## src/rtl/control_multiciclo.sv

```systemverilog
// Main control FSM for the multicycle MIPS datapath.
//
// Sequences fetch, decode, execute, memory and write-back over several clocks
// per instruction and drives every datapath mux select and write enable.
// Memory states (FETCH, MEMRD, MEMWR) hold until mem_ready is high.
//
// Optional feature: define CTRL_ADDI_EN to add ADDI support (opcode 001000 runs
// through ADDIEX(10) and ADDIWB(11)). When it is undefined, 001000 is treated as
// an illegal opcode.
//
// Parameters:
//   STATE_W      width of state_dbg; must be >= 4
// Ports:
//   clk          system clock, rising edge
//   reset        synchronous, active-high reset
//   opcode       IR[31:26]
//   zero         ALU zero flag; gated with PCWriteCond in the datapath
//   mem_ready    memory completes the current read/write this cycle
//   PCWrite      unconditional PC load
//   PCWriteCond  PC load if zero
//   IorD         memory address select (0 PC, 1 ALUOut)
//   MemRead      memory read request
//   MemWrite     memory write request
//   IRWrite      instruction register load
//   MemtoReg     write-back source (1 MDR, 0 ALUOut)
//   PCSource     PC source (00 ALU, 01 ALUOut, 10 jump target)
//   ALUOp        to the ALU control decoder (00 add, 01 sub, 10 funct)
//   ALUSrcA      ALU A source (0 PC, 1 reg A)
//   ALUSrcB      ALU B source (00 B, 01 4, 10 imm, 11 imm<<2)
//   RegWrite     register file write
//   RegDst       destination register (1 rd, 0 rt)
//   illegal_op   one-cycle pulse on an unknown opcode in DECODE
//   state_dbg    current state encoding
module control_multiciclo #(
  parameter int unsigned STATE_W = 4
) (
  input  logic               clk,
  input  logic               reset,
  input  logic [5:0]         opcode,
  input  logic               zero,
  input  logic               mem_ready,
  output logic               PCWrite,
  output logic               PCWriteCond,
  output logic               IorD,
  output logic               MemRead,
  output logic               MemWrite,
  output logic               IRWrite,
  output logic               MemtoReg,
  output logic [1:0]         PCSource,
  output logic [1:0]         ALUOp,
  output logic               ALUSrcA,
  output logic [1:0]         ALUSrcB,
  output logic               RegWrite,
  output logic               RegDst,
  output logic               illegal_op,
  output logic [STATE_W-1:0] state_dbg
);

  localparam logic [5:0] OpRtype = 6'b000000;
  localparam logic [5:0] OpLw    = 6'b100011;
  localparam logic [5:0] OpSw    = 6'b101011;
  localparam logic [5:0] OpBeq   = 6'b000100;
  localparam logic [5:0] OpJ     = 6'b000010;
`ifdef CTRL_ADDI_EN
  localparam logic [5:0] OpAddi  = 6'b001000;
`endif

  typedef enum logic [3:0] {
    StFetch  = 4'd0,
    StDecode = 4'd1,
    StMemAdr = 4'd2,
    StMemRd  = 4'd3,
    StMemWb  = 4'd4,
    StMemWr  = 4'd5,
    StExec   = 4'd6,
    StAluWb  = 4'd7,
    StBranch = 4'd8,
`ifdef CTRL_ADDI_EN
    StJump   = 4'd9,
    StAddiEx = 4'd10,
    StAddiWb = 4'd11
`else
    StJump   = 4'd9
`endif
  } state_e;

  state_e state_q, state_d;

  // The branch decision is made in the datapath by ANDing zero with PCWriteCond.
  logic unused_zero;
  assign unused_zero = zero;

  always_ff @(posedge clk) begin
    if (reset) begin
      state_q <= StFetch;
    end else begin
      state_q <= state_d;
    end
  end

  always_comb begin
    state_d     = StFetch;
    PCWrite     = 1'b0;
    PCWriteCond = 1'b0;
    IorD        = 1'b0;
    MemRead     = 1'b0;
    MemWrite    = 1'b0;
    IRWrite     = 1'b0;
    MemtoReg    = 1'b0;
    PCSource    = 2'b00;
    ALUOp       = 2'b00;
    ALUSrcA     = 1'b0;
    ALUSrcB     = 2'b00;
    RegWrite    = 1'b0;
    RegDst      = 1'b0;
    illegal_op  = 1'b0;

    unique case (state_q)
      StFetch: begin
        MemRead = 1'b1;
        ALUSrcB = 2'b01;
        IRWrite = mem_ready;
        PCWrite = mem_ready;
        state_d = mem_ready ? StDecode : StFetch;
      end
      StDecode: begin
        // Branch target computed speculatively into ALUOut.
        ALUSrcB = 2'b11;
        unique case (opcode)
          OpLw, OpSw: state_d = StMemAdr;
          OpRtype:    state_d = StExec;
          OpBeq:      state_d = StBranch;
          OpJ:        state_d = StJump;
`ifdef CTRL_ADDI_EN
          OpAddi:     state_d = StAddiEx;
`endif
          default: begin
            state_d    = StFetch;
            illegal_op = 1'b1;
          end
        endcase
      end
      StMemAdr: begin
        ALUSrcA = 1'b1;
        ALUSrcB = 2'b10;
        // IR is stable, so the opcode can be re-sampled here.
        if (opcode == OpLw) begin
          state_d = StMemRd;
        end else if (opcode == OpSw) begin
          state_d = StMemWr;
        end else begin
          state_d = StFetch;
        end
      end
      StMemRd: begin
        MemRead = 1'b1;
        IorD    = 1'b1;
        state_d = mem_ready ? StMemWb : StMemRd;
      end
      StMemWb: begin
        RegWrite = 1'b1;
        MemtoReg = 1'b1;
        state_d  = StFetch;
      end
      StMemWr: begin
        MemWrite = 1'b1;
        IorD     = 1'b1;
        state_d  = mem_ready ? StFetch : StMemWr;
      end
      StExec: begin
        ALUSrcA = 1'b1;
        ALUOp   = 2'b10;
        state_d = StAluWb;
      end
      StAluWb: begin
        RegWrite = 1'b1;
        RegDst   = 1'b1;
        state_d  = StFetch;
      end
      StBranch: begin
        ALUSrcA     = 1'b1;
        ALUOp       = 2'b01;
        PCWriteCond = 1'b1;
        PCSource    = 2'b01;
        state_d     = StFetch;
      end
      StJump: begin
        PCWrite  = 1'b1;
        PCSource = 2'b10;
        state_d  = StFetch;
      end
`ifdef CTRL_ADDI_EN
      StAddiEx: begin
        ALUSrcA = 1'b1;
        ALUSrcB = 2'b10;
        state_d = StAddiWb;
      end
      StAddiWb: begin
        RegWrite = 1'b1;
        state_d  = StFetch;
      end
`endif
      default: state_d = StFetch;
    endcase

    // A cycle that samples reset must not commit any architectural write.
    if (reset) begin
      PCWrite     = 1'b0;
      PCWriteCond = 1'b0;
      IRWrite     = 1'b0;
      RegWrite    = 1'b0;
      MemWrite    = 1'b0;
    end
  end

  assign state_dbg = STATE_W'(state_q);

endmodule

```

## config.mk

```make
export PLATFORM = sky130hd
export DESIGN_NAME = control_multiciclo
export DESIGN_NICKNAME = d
export VERILOG_FILES = /design/src/rtl/control_multiciclo.sv
export SDC_FILE = /design/constraint.sdc
export NUM_CORES = 1
export LEC_CHECK = 0
export CAP_MARGIN = 5
export CORE_UTILIZATION = 28
export DETAILED_ROUTE_END_ITERATION = 16
export GPL_ROUTABILITY_DRIVEN = 0
export MAX_ROUTING_LAYER = met4
export PLACE_DENSITY_LB_ADDON = 0.05
export SLEW_MARGIN = 10
export SYNTH_ARGS = -nofsm -noshare
export SYNTH_HDL_FRONTEND = slang
export SYNTH_SLANG_ARGS = --single-unit
```

## constraint.sdc

```tcl
create_clock -name clk -period 1.42 [get_ports clk]
set_input_delay 0.142 -clock clk [delete_from_list [all_inputs] [get_ports clk]]
set_output_delay 0.142 -clock clk [all_outputs]
set_load 0.05 [all_outputs]
```

# After elaboration in Yosys (flattened, before gate mapping)
# Index checks and enable logic that the tools add are counted.
# Widths: inputs -> output; s select.
word_totals:
  register_bits: 4
  in_bits: 10
  out_inout_bits: 21
  elab_cells: 49
op_classes:
  n_reduce_logical: 8
  n_eq_ne: 13
  muxes: 27
ops:
  columns: ["op", "count"]
  rows:
  - ["$pmux 4 s6", 1]
  - ["$mux 1", 17]
  - ["$eq 4x3->1 const B", 4]
  - ["$pmux 4 s4", 1]
  - ["$eq 6x6->1 const B", 2]
  - ["$mux 3", 4]
  - ["$eq 4x2->1 const B", 2]
  - ["$eq 4x4->1 const B", 2]
  - ["$pmux 2 s2", 2]
  - ["$reduce_or 2->1", 4]
  - ["$eq 6x2->1 const B", 1]
  - ["$eq 6x3->1 const B", 1]
  - ["$logic_not 6->1", 1]
  - ["$pmux 2 s3", 1]
  - ["$reduce_or 5->1", 1]
  - ["$eq 4x1->1 const B", 1]
  - ["$logic_not 4->1", 1]
  - ["$reduce_or 3->1", 1]
  - ["$pmux 1 s2", 1]

# Depth between registers and ports, before layout
# Gate-level depths: netlist of run 1.
depth:
  ltp_word: 4
  depth_mapped: 5

# Worst setup path before layout of run 1
# Ideal clock, no wire load.
synth_timing:
  path_kind: "register to output"
  from: "register state_q[0] (netlist: state_dbg[0])"
  to: "output port illegal_op"
  stages_incl_launch_ff: 3
  required_time_ns: 1.278
  path_slack_ns: -1.224
  arrival_time_ns: 2.502
  n_path_buf: 0
  cell_sequence: "dfxtp_1 nand2b_1 nor4_1"
synth_between:
  elab_chain_cells: 2
synth_rtl:
  columns: ["item", "line", "rtl"]
  rows:
  - ["from (decl)", "87", "state_e state_q, state_d;"]
  - ["from (signal assigned)", "95", "state_q <= StFetch;"]
  - ["from (signal assigned)", "97", "state_q <= state_d;"]
  - ["$eq 4x1->1", "118", "unique case (state_q)"]
  - ["$mux 1", "118", null]
  - ["to (decl)", "55", "output logic illegal_op,"]
# No other way between the ends.

# Worst setup path in the final report of run 1
layout_timing:
  from: "register state_q[0] (netlist: state_dbg[0])"
  to: "output port ALUSrcB[1]"
layout_between:
  elab_chain_cells: 2
  elab_cells_between_ends: 4
  cone_classes: "2 x eq/ne; 1 x mux; 1 x reduce/logical"
layout_rtl:
  columns: ["item", "line", "rtl"]
  rows:
  - ["$eq 4x2->1 (tied with other cells)", "118", null]
  - ["$pmux 2 s3 (*)", "118", null]
  - ["to (decl)", "52", "output logic [1:0] ALUSrcB,"]
# Mark *: on every way between the ends. The rest lies on a longest branch, timed or not.

==> reports/metrics.yaml, run 1 <==
cts:
  cts_root_buffer: "clkbuf_4"
  clk_pin_slew_ps: 50
  clock_sinks: 4
  cts_buffers: 3
  cts_max_path_buffers: 2
  htreeDepth: 1
  clk_latency_ps: 240
  cts_tree: "done"
  cts.hold.buffers_added: 0
worst_hold_path:
  hp-class: "in -> reg"
floorplan:
  die_x_um: 43.9
  ios: 31
  start_util_pct: 31.1
  die_h_um: 43.9
  die-area_um2: 1920
  row_count: 14
  core-area_um2: 1580
placement:
  place_area_um2: 1260
  port_buffers: 29
  dp_hpwl_um: 1580
  place_inst: 129
sta:
  hold_viol: 0
  min_period_over_period_pct: 109
  max_freq_mhz: 644
  fin_tns_setup_ps: -1010
  slew_violations: 0
  worst_pin_slew_ps: 532
  finalClockSkew_ps: 6.27
  period_minus_slack_ps: 1550
  hold_slack_ps: 217
  max_slew_margin_pct: 64.2
  finalSetupViolCount: 15
  rsz0062_at_grt: "true"
  worst_slack_ps: -133
critical_path:
  crit_fanout: 4
  cp-start-kind: "register"
  worstPathArrival_ps: 1410
  required_ps: 1280
  critPathKind: "reg -> out"
  cp-end-kind: "primary output"
grt:
  grt_pass1_wl_um: 3660
  antenna_found_initial: 0
  track_usage_pct: 26.4
  grt_pass1_vias: 758
  grt_overflow: 0
  grt_max_degree: 16
yosys:
  synth_area_um2: 490
  synth_fp_nets: 81
  synthCells: 71
  synth.distinct_cells: 32
  yosys_warnings: 0
  synth_top_area_share_pct: 16.3
  synth_seq_cells: 4
  synth_seq_area_share_pct: 16.3
  synth_area_leaders: "dfxtp_1, nor3_1, nand2b_1"
  syn_area_per_cell_um2: 6.91
  synth_largest_area_cell: "dfxtp_1"
power_and_ir_drop:
  fin_total_pwr_uw: 508
  power.leakage_nw: 0.582
  peakVddDrop_mv: 0.285
  powerDensity_nw_per_um2: 344
outcome:
  outcome: "complete, but fails checks"
  violations: "design-rule violations, negative setup slack"
drt:
  via_per_inst: 5.82
  post_drt_wl_per_cell_um: 19.6
  finalWirelength_um: 2790
  ant_nets: 0
  drc: 2
  drt_iter0_drc: 29
  num_vias: 826
  drt-pass1-iter-count: 10
layout:
  nNetsFinal: 138
  fillers: 41
  drive_gt1_share_pct: 69.8
  largest_reg_flops: 4
  antenna_cells: 0
  fin_cells: 142
  area_growth_syn_to_layout_pct: 201
  final_area_um2: 1480
run:
  maxCapViolations: 0
[Yosys cell counts]
| master | n |
|---|---|
| nor2_1 | 9 |
| nor3_1 | 9 |
| nand2b_1 | 7 |
| nand2_1 | 5 |
| dfxtp_1 | 4 |
| nor3b_1 | 3 |
| nor4_1 | 3 |
| buf_2 | 2 |
| inv_1 | 2 |
| nand4b_1 | 2 |
| nor2b_1 | 2 |
| o21ai_1 | 2 |
| xnor2_1 | 2 |
| a211o_1 | 1 |
| a21o_1 | 1 |
| a21oi_1 | 1 |
| a31oi_1 | 1 |
| a31oi_2 | 1 |
| a41oi_1 | 1 |
| and2_1 | 1 |
| and3_1 | 1 |
| and3b_1 | 1 |
| and4b_1 | 1 |
| buf_1 | 1 |
| clkbuf_1 | 1 |
| nand3b_1 | 1 |
| nor4_2 | 1 |
| o21ai_0 | 1 |
| o22ai_1 | 1 |
| o41ai_2 | 1 |
| or2_1 | 1 |
| or4_4 | 1 |
[placed cells by master, fill, tap and decap left out, types with 2 or more instances in the layout]
cell type,netlist,routed
nand2b_2,0,2
buf_4,0,21
nand2_1,5,4
nand4b_1,2,2
inv_1,2,2
buf_12,0,21
clkdlybuf4s15_1,0,2
nor3_4,0,3
dlygate4sd2_1,0,2
nor3b_4,0,2
a31oi_2,1,2
nor2_4,0,2
buf_8,0,2
nor3_2,0,4
nor2_2,0,4
dfxtp_4,0,4
clkbuf_4,0,3
nand2b_1,7,4
nor2b_1,2,2
buf_6,0,4
nor4_4,0,3
nor2_1,9,3
clkdlybuf4s50_1,0,2
o21ai_1,2,2
nor3_1,9,2
[area by class of cell]
type                            count  area, µm²  area share [%]
Timing Repair Buffer               56        728            49.3
Multi-Input combinational cell     61        604            40.9
Sequential cell                     4       95.1            6.44
Clock buffer                        3       22.5            1.52
Tap cell                           16       20.0            1.35
Inverter                            2       7.51           0.508
[through the flow]
step | worst slack (ps) | util (%)
6_report | -133 | 93.7
5_1_grt | -187 | 93.7
4_1_cts | -133 | 87.5
3_5_place_dp | -367 | 80.2
3_3_place_gp | -336 | 80.2
2_1_floorplan | -86.0 | -
[critical path, cell delays in order (launching register included)]
cell	delay, ps
dfxtp_4	370
nand2b_1	230
and2_1	230
nor2_2	180
buf_12	160
[what timing repair did]
item | 4_1_cts | 5_1_grt
pin swaps | 9 | 11
setup buffers | 5 | 5
resized for setup | 26 | 11
endpoints found under the setup margin | 14 | 19
endpoints found under the hold margin | 0 | 0
[path summary, 6_finish.rpt]
| check | from | endpoint | slack [ps] | depth (start not counted) |
|---|---|---|---|---|
| max | state_dbg[0] | ALUSrcB[1] | -130 | 4 |
| min | reset | state_dbg[3] | 220 | 2 |
| max reg2reg | state_dbg[3] | state_dbg[2] | -80 | 5 |
| min reg2reg | state_dbg[0] | state_dbg[3] | 760 | 4 |
[power by group]
group | internal (mW) | total (mW) | switching [mW] | leakage, nW
registers | 0.109 | 0.114 | 0.00503 | 0.0355
clock network | 0.0952 | 0.150 | 0.0549 | 0.0138
logic | 0.117 | 0.244 | 0.127 | 0.533
[cell families after synthesis]
kind of cell | after synthesis | share of synthesized area [%]
XOR/XNOR | 2 | 3.57
AO/OA/AOI/OAI | 11 | 17.6
flip-flops | 4 | 16.3
buffers and inverters | 6 | 5.10
AND/OR/NAND/NOR | 48 | 57.4
[layer usage]
metal / part of all wire [%] / GRT usage, %
met1: 40 / 30.9
met2: 51 / 47.8
met3: 6.2 / 2.50
met4: 2.7 / 7.27
met5: 0 / -
(Power assumes the default switching activity.)
==> run 2, diff against run 1 <==
--- a/config.mk
+++ b/config.mk
@@ -6,7 +6,9 @@
 export NUM_CORES = 1
 export LEC_CHECK = 0
 export CAP_MARGIN = 5
-export CORE_UTILIZATION = 28
+export CELL_PAD_IN_SITES_DETAIL_PLACEMENT = 1
+export CELL_PAD_IN_SITES_GLOBAL_PLACEMENT = 2
+export CORE_UTILIZATION = 15
 export DETAILED_ROUTE_END_ITERATION = 16
 export GPL_ROUTABILITY_DRIVEN = 0
 export MAX_ROUTING_LAYER = met4
==> constraint.sdc (replaced) <==
create_clock -name clk -period 1.3 [get_ports clk]
set_input_delay 0.13 -clock clk [delete_from_list [all_inputs] [get_ports clk]]
set_output_delay 0.13 -clock clk [all_outputs]
set_load 0.05 [all_outputs]
==> run 2 against run 1 <==
- the flow finishes with violations (negative setup slack)
- sequential power rose by 8%
- count of clock-buffer cells in the layout stayed put
- sequential share of layout area shrank 0.54 points
- combinational power rose by 15%
- sequential cell count did not move
- non-clock buffer count is 5 higher
- die area rose by 82%
- worst setup slack got worse by 69 ps
- critical path depth increased by 1
- hold slack improved by 200 ps
- largest cell class unchanged
==> reports/metrics.yaml, run 2 (synthesized netlist as in run 1, its figures left out) <==
sta:
  hold_viol: 0
  period_minus_slack_ps: 1500
  finalSetupViolCount: 20
  min_period_over_period_pct: 115
  worst_pin_slew_ps: 410
  worst_slack_ps: -201
  finalClockSkew_ps: 1.04
  max_freq_mhz: 666
  rsz0062_at_grt: "true"
  slew_violations: 0
  max_slew_margin_pct: 72.4
critical_path:
  cp-start-kind: "register"
  cp_slowest_cell: "dfxtp_4"
  cp-end-kind: "primary output"
  critPathKind: "reg -> out"
  path_depth: 5
  crit_chain: "or2_4 -> nor3_2 -> and3_4 -> a21o_4 -> buf_8"
  crit_family: "simple AND/OR/NAND/NOR gates"
  required_ps: 1170
  crit_fanout: 5
  cpPeakStageDelay_ps: 360
  critPathBufInv: 1
  r2r_cells: 5
  worstPathArrival_ps: 1370
outcome:
  outcome: "complete, but fails checks"
  violations: "negative setup slack"
power_and_ir_drop:
  switching_share_pct: 35.4
  peakVddDrop_mv: 0.275
  internal_power_uw: 366
  seqPwrFrac_pct: 21.7
  fin_total_pwr_uw: 567
  power_frac_clock_pct: 28.9
  p_comb_share_pct: 49.3
  powerDensity_nw_per_um2: 351
  power.leakage_nw: 0.610
  power_switching_uw: 201
drt:
  ant_nets: 0
  num_vias: 777
  drt-met1-wl_um: 912
  drc: 0
  post_drt_wl_per_cell_um: 12.7
  routed.top_layer: "met4"
  dr_wl_met3_um: 58
  finalWirelength_um: 2220
  drt_iter0_drc: 12
  met2WireLength_um: 1230
  drt-pass1-iter-count: 2
  via_per_inst: 4.44
cts:
  cts_max_path_buffers: 2
  htreeDepth: 1
  clk_latency_ps: 240
  cts_buffers: 3
  clock_sinks: 4
  cts_tree: "done"
  cts_root_buffer: "clkbuf_4"
  cts.hold.buffers_added: 0
  clk_pin_slew_ps: 40
worst_hold_path:
  holdPathStages: 5
  hp-class: "in -> reg"
floorplan:
  row_count: 20
  die-area_um2: 3500
  die_h_um: 59.2
  ios: 31
  core-area_um2: 3080
  start_util_pct: 15.9
  die_x_um: 59.2
grt:
  grt_pass1_vias: 813
  grt_max_degree: 16
  grt_pass1_wl_um: 3650
  grt_overflow: 0
  antenna_found_initial: 0
  track_usage_pct: 14.4
layout:
  nNetsFinal: 143
  antenna_cells: 0
  layout_common_cells: "buf_4, buf_12, buf_6, nor3_4"
  area_growth_syn_to_layout_pct: 229
  drive_gt1_share_pct: 73.3
  multi_input_area_um2: 658
  ff_latch_area_um2: 95.1
  largest_reg_flops: 4
  fin_cells: 175
  final_common_cell: "buf_4"
  fillers: 336
placement:
  port_buffers: 29
  dp_hpwl_um: 1690
  place_inst: 166
run:
  maxCapViolations: 0
run 2: cell types whose count changed in the layout (fill, tap and decap cells not counted), sizes merged:
cell         before  now
buf              49   53
dlygate4sd2       2    3
run 2: stage by stage:
stage | setup slack (ps) | TNS (ps) | instance area [µm²] | util (%) | hold WS (ps)
finish | -201 | -2300 | 1610 | 52.4 | 415
global route | -269 | -3270 | 1610 | 52.4 | 458
detailed placement | -456 | -1860 | 1410 | 45.9 | 697
floorplan | -194 | -1700 | 716 | - | 198
CTS | -216 | -2850 | 1580 | 51.2 | 403
global placement | -432 | -1680 | 1410 | 45.9 | 690
run 2: per-layer routing:
metal / track usage (%) / vias up
met5: - / -
li1: - / 389
met3: 2.84 / 2
met2: 25.0 / 22
met1: 16.1 / 364
met4: 5.78 / 0
run 2: worst min-delay path: cells and delay by family:
family / cells / cell delay [ps]
AND/OR/NAND/NOR: 3 / 160
buffers and inverters: 2 / 320
run 2: timing repair:
action                                  4_1_cts  5_1_grt
setup buffers                                 4        2
hold endpoints to repair                      0        0
pin swaps                                    10       10
gates resized for setup                      31        7
endpoints found under the setup margin       19       21
run 2: final cells by class:
cell class                 count  share of cell area, %
timing repair buffer          61                   48.1
multi-input combinational     61                   40.8
sequential                     4                   5.89
tap                           44                   3.41
clock buffer                   3                   1.40
inverter                       2                  0.465
run 2: worst paths after layout:
check               start      endpoint  slack [ps]
min reg2reg  state_dbg[1]  state_dbg[1]         720
max          state_dbg[2]       PCWrite        -200
min             opcode[4]  state_dbg[3]         410
max reg2reg  state_dbg[2]  state_dbg[2]        -100
run 2: power by group through the flow:
| stage | combinational, mW | sequential (mW) | clock [mW] |
|---|---|---|---|
| 2_1_floorplan | 0.110 | 0.134 | 0 |
| 3_3_place_gp | 0.249 | 0.125 | 0 |
| 3_5_place_dp | 0.250 | 0.125 | 0 |
| 4_1_cts | 0.273 | 0.123 | 0.169 |
| 5_1_grt | 0.295 | 0.124 | 0.174 |
| 6_report | 0.280 | 0.123 | 0.164 |
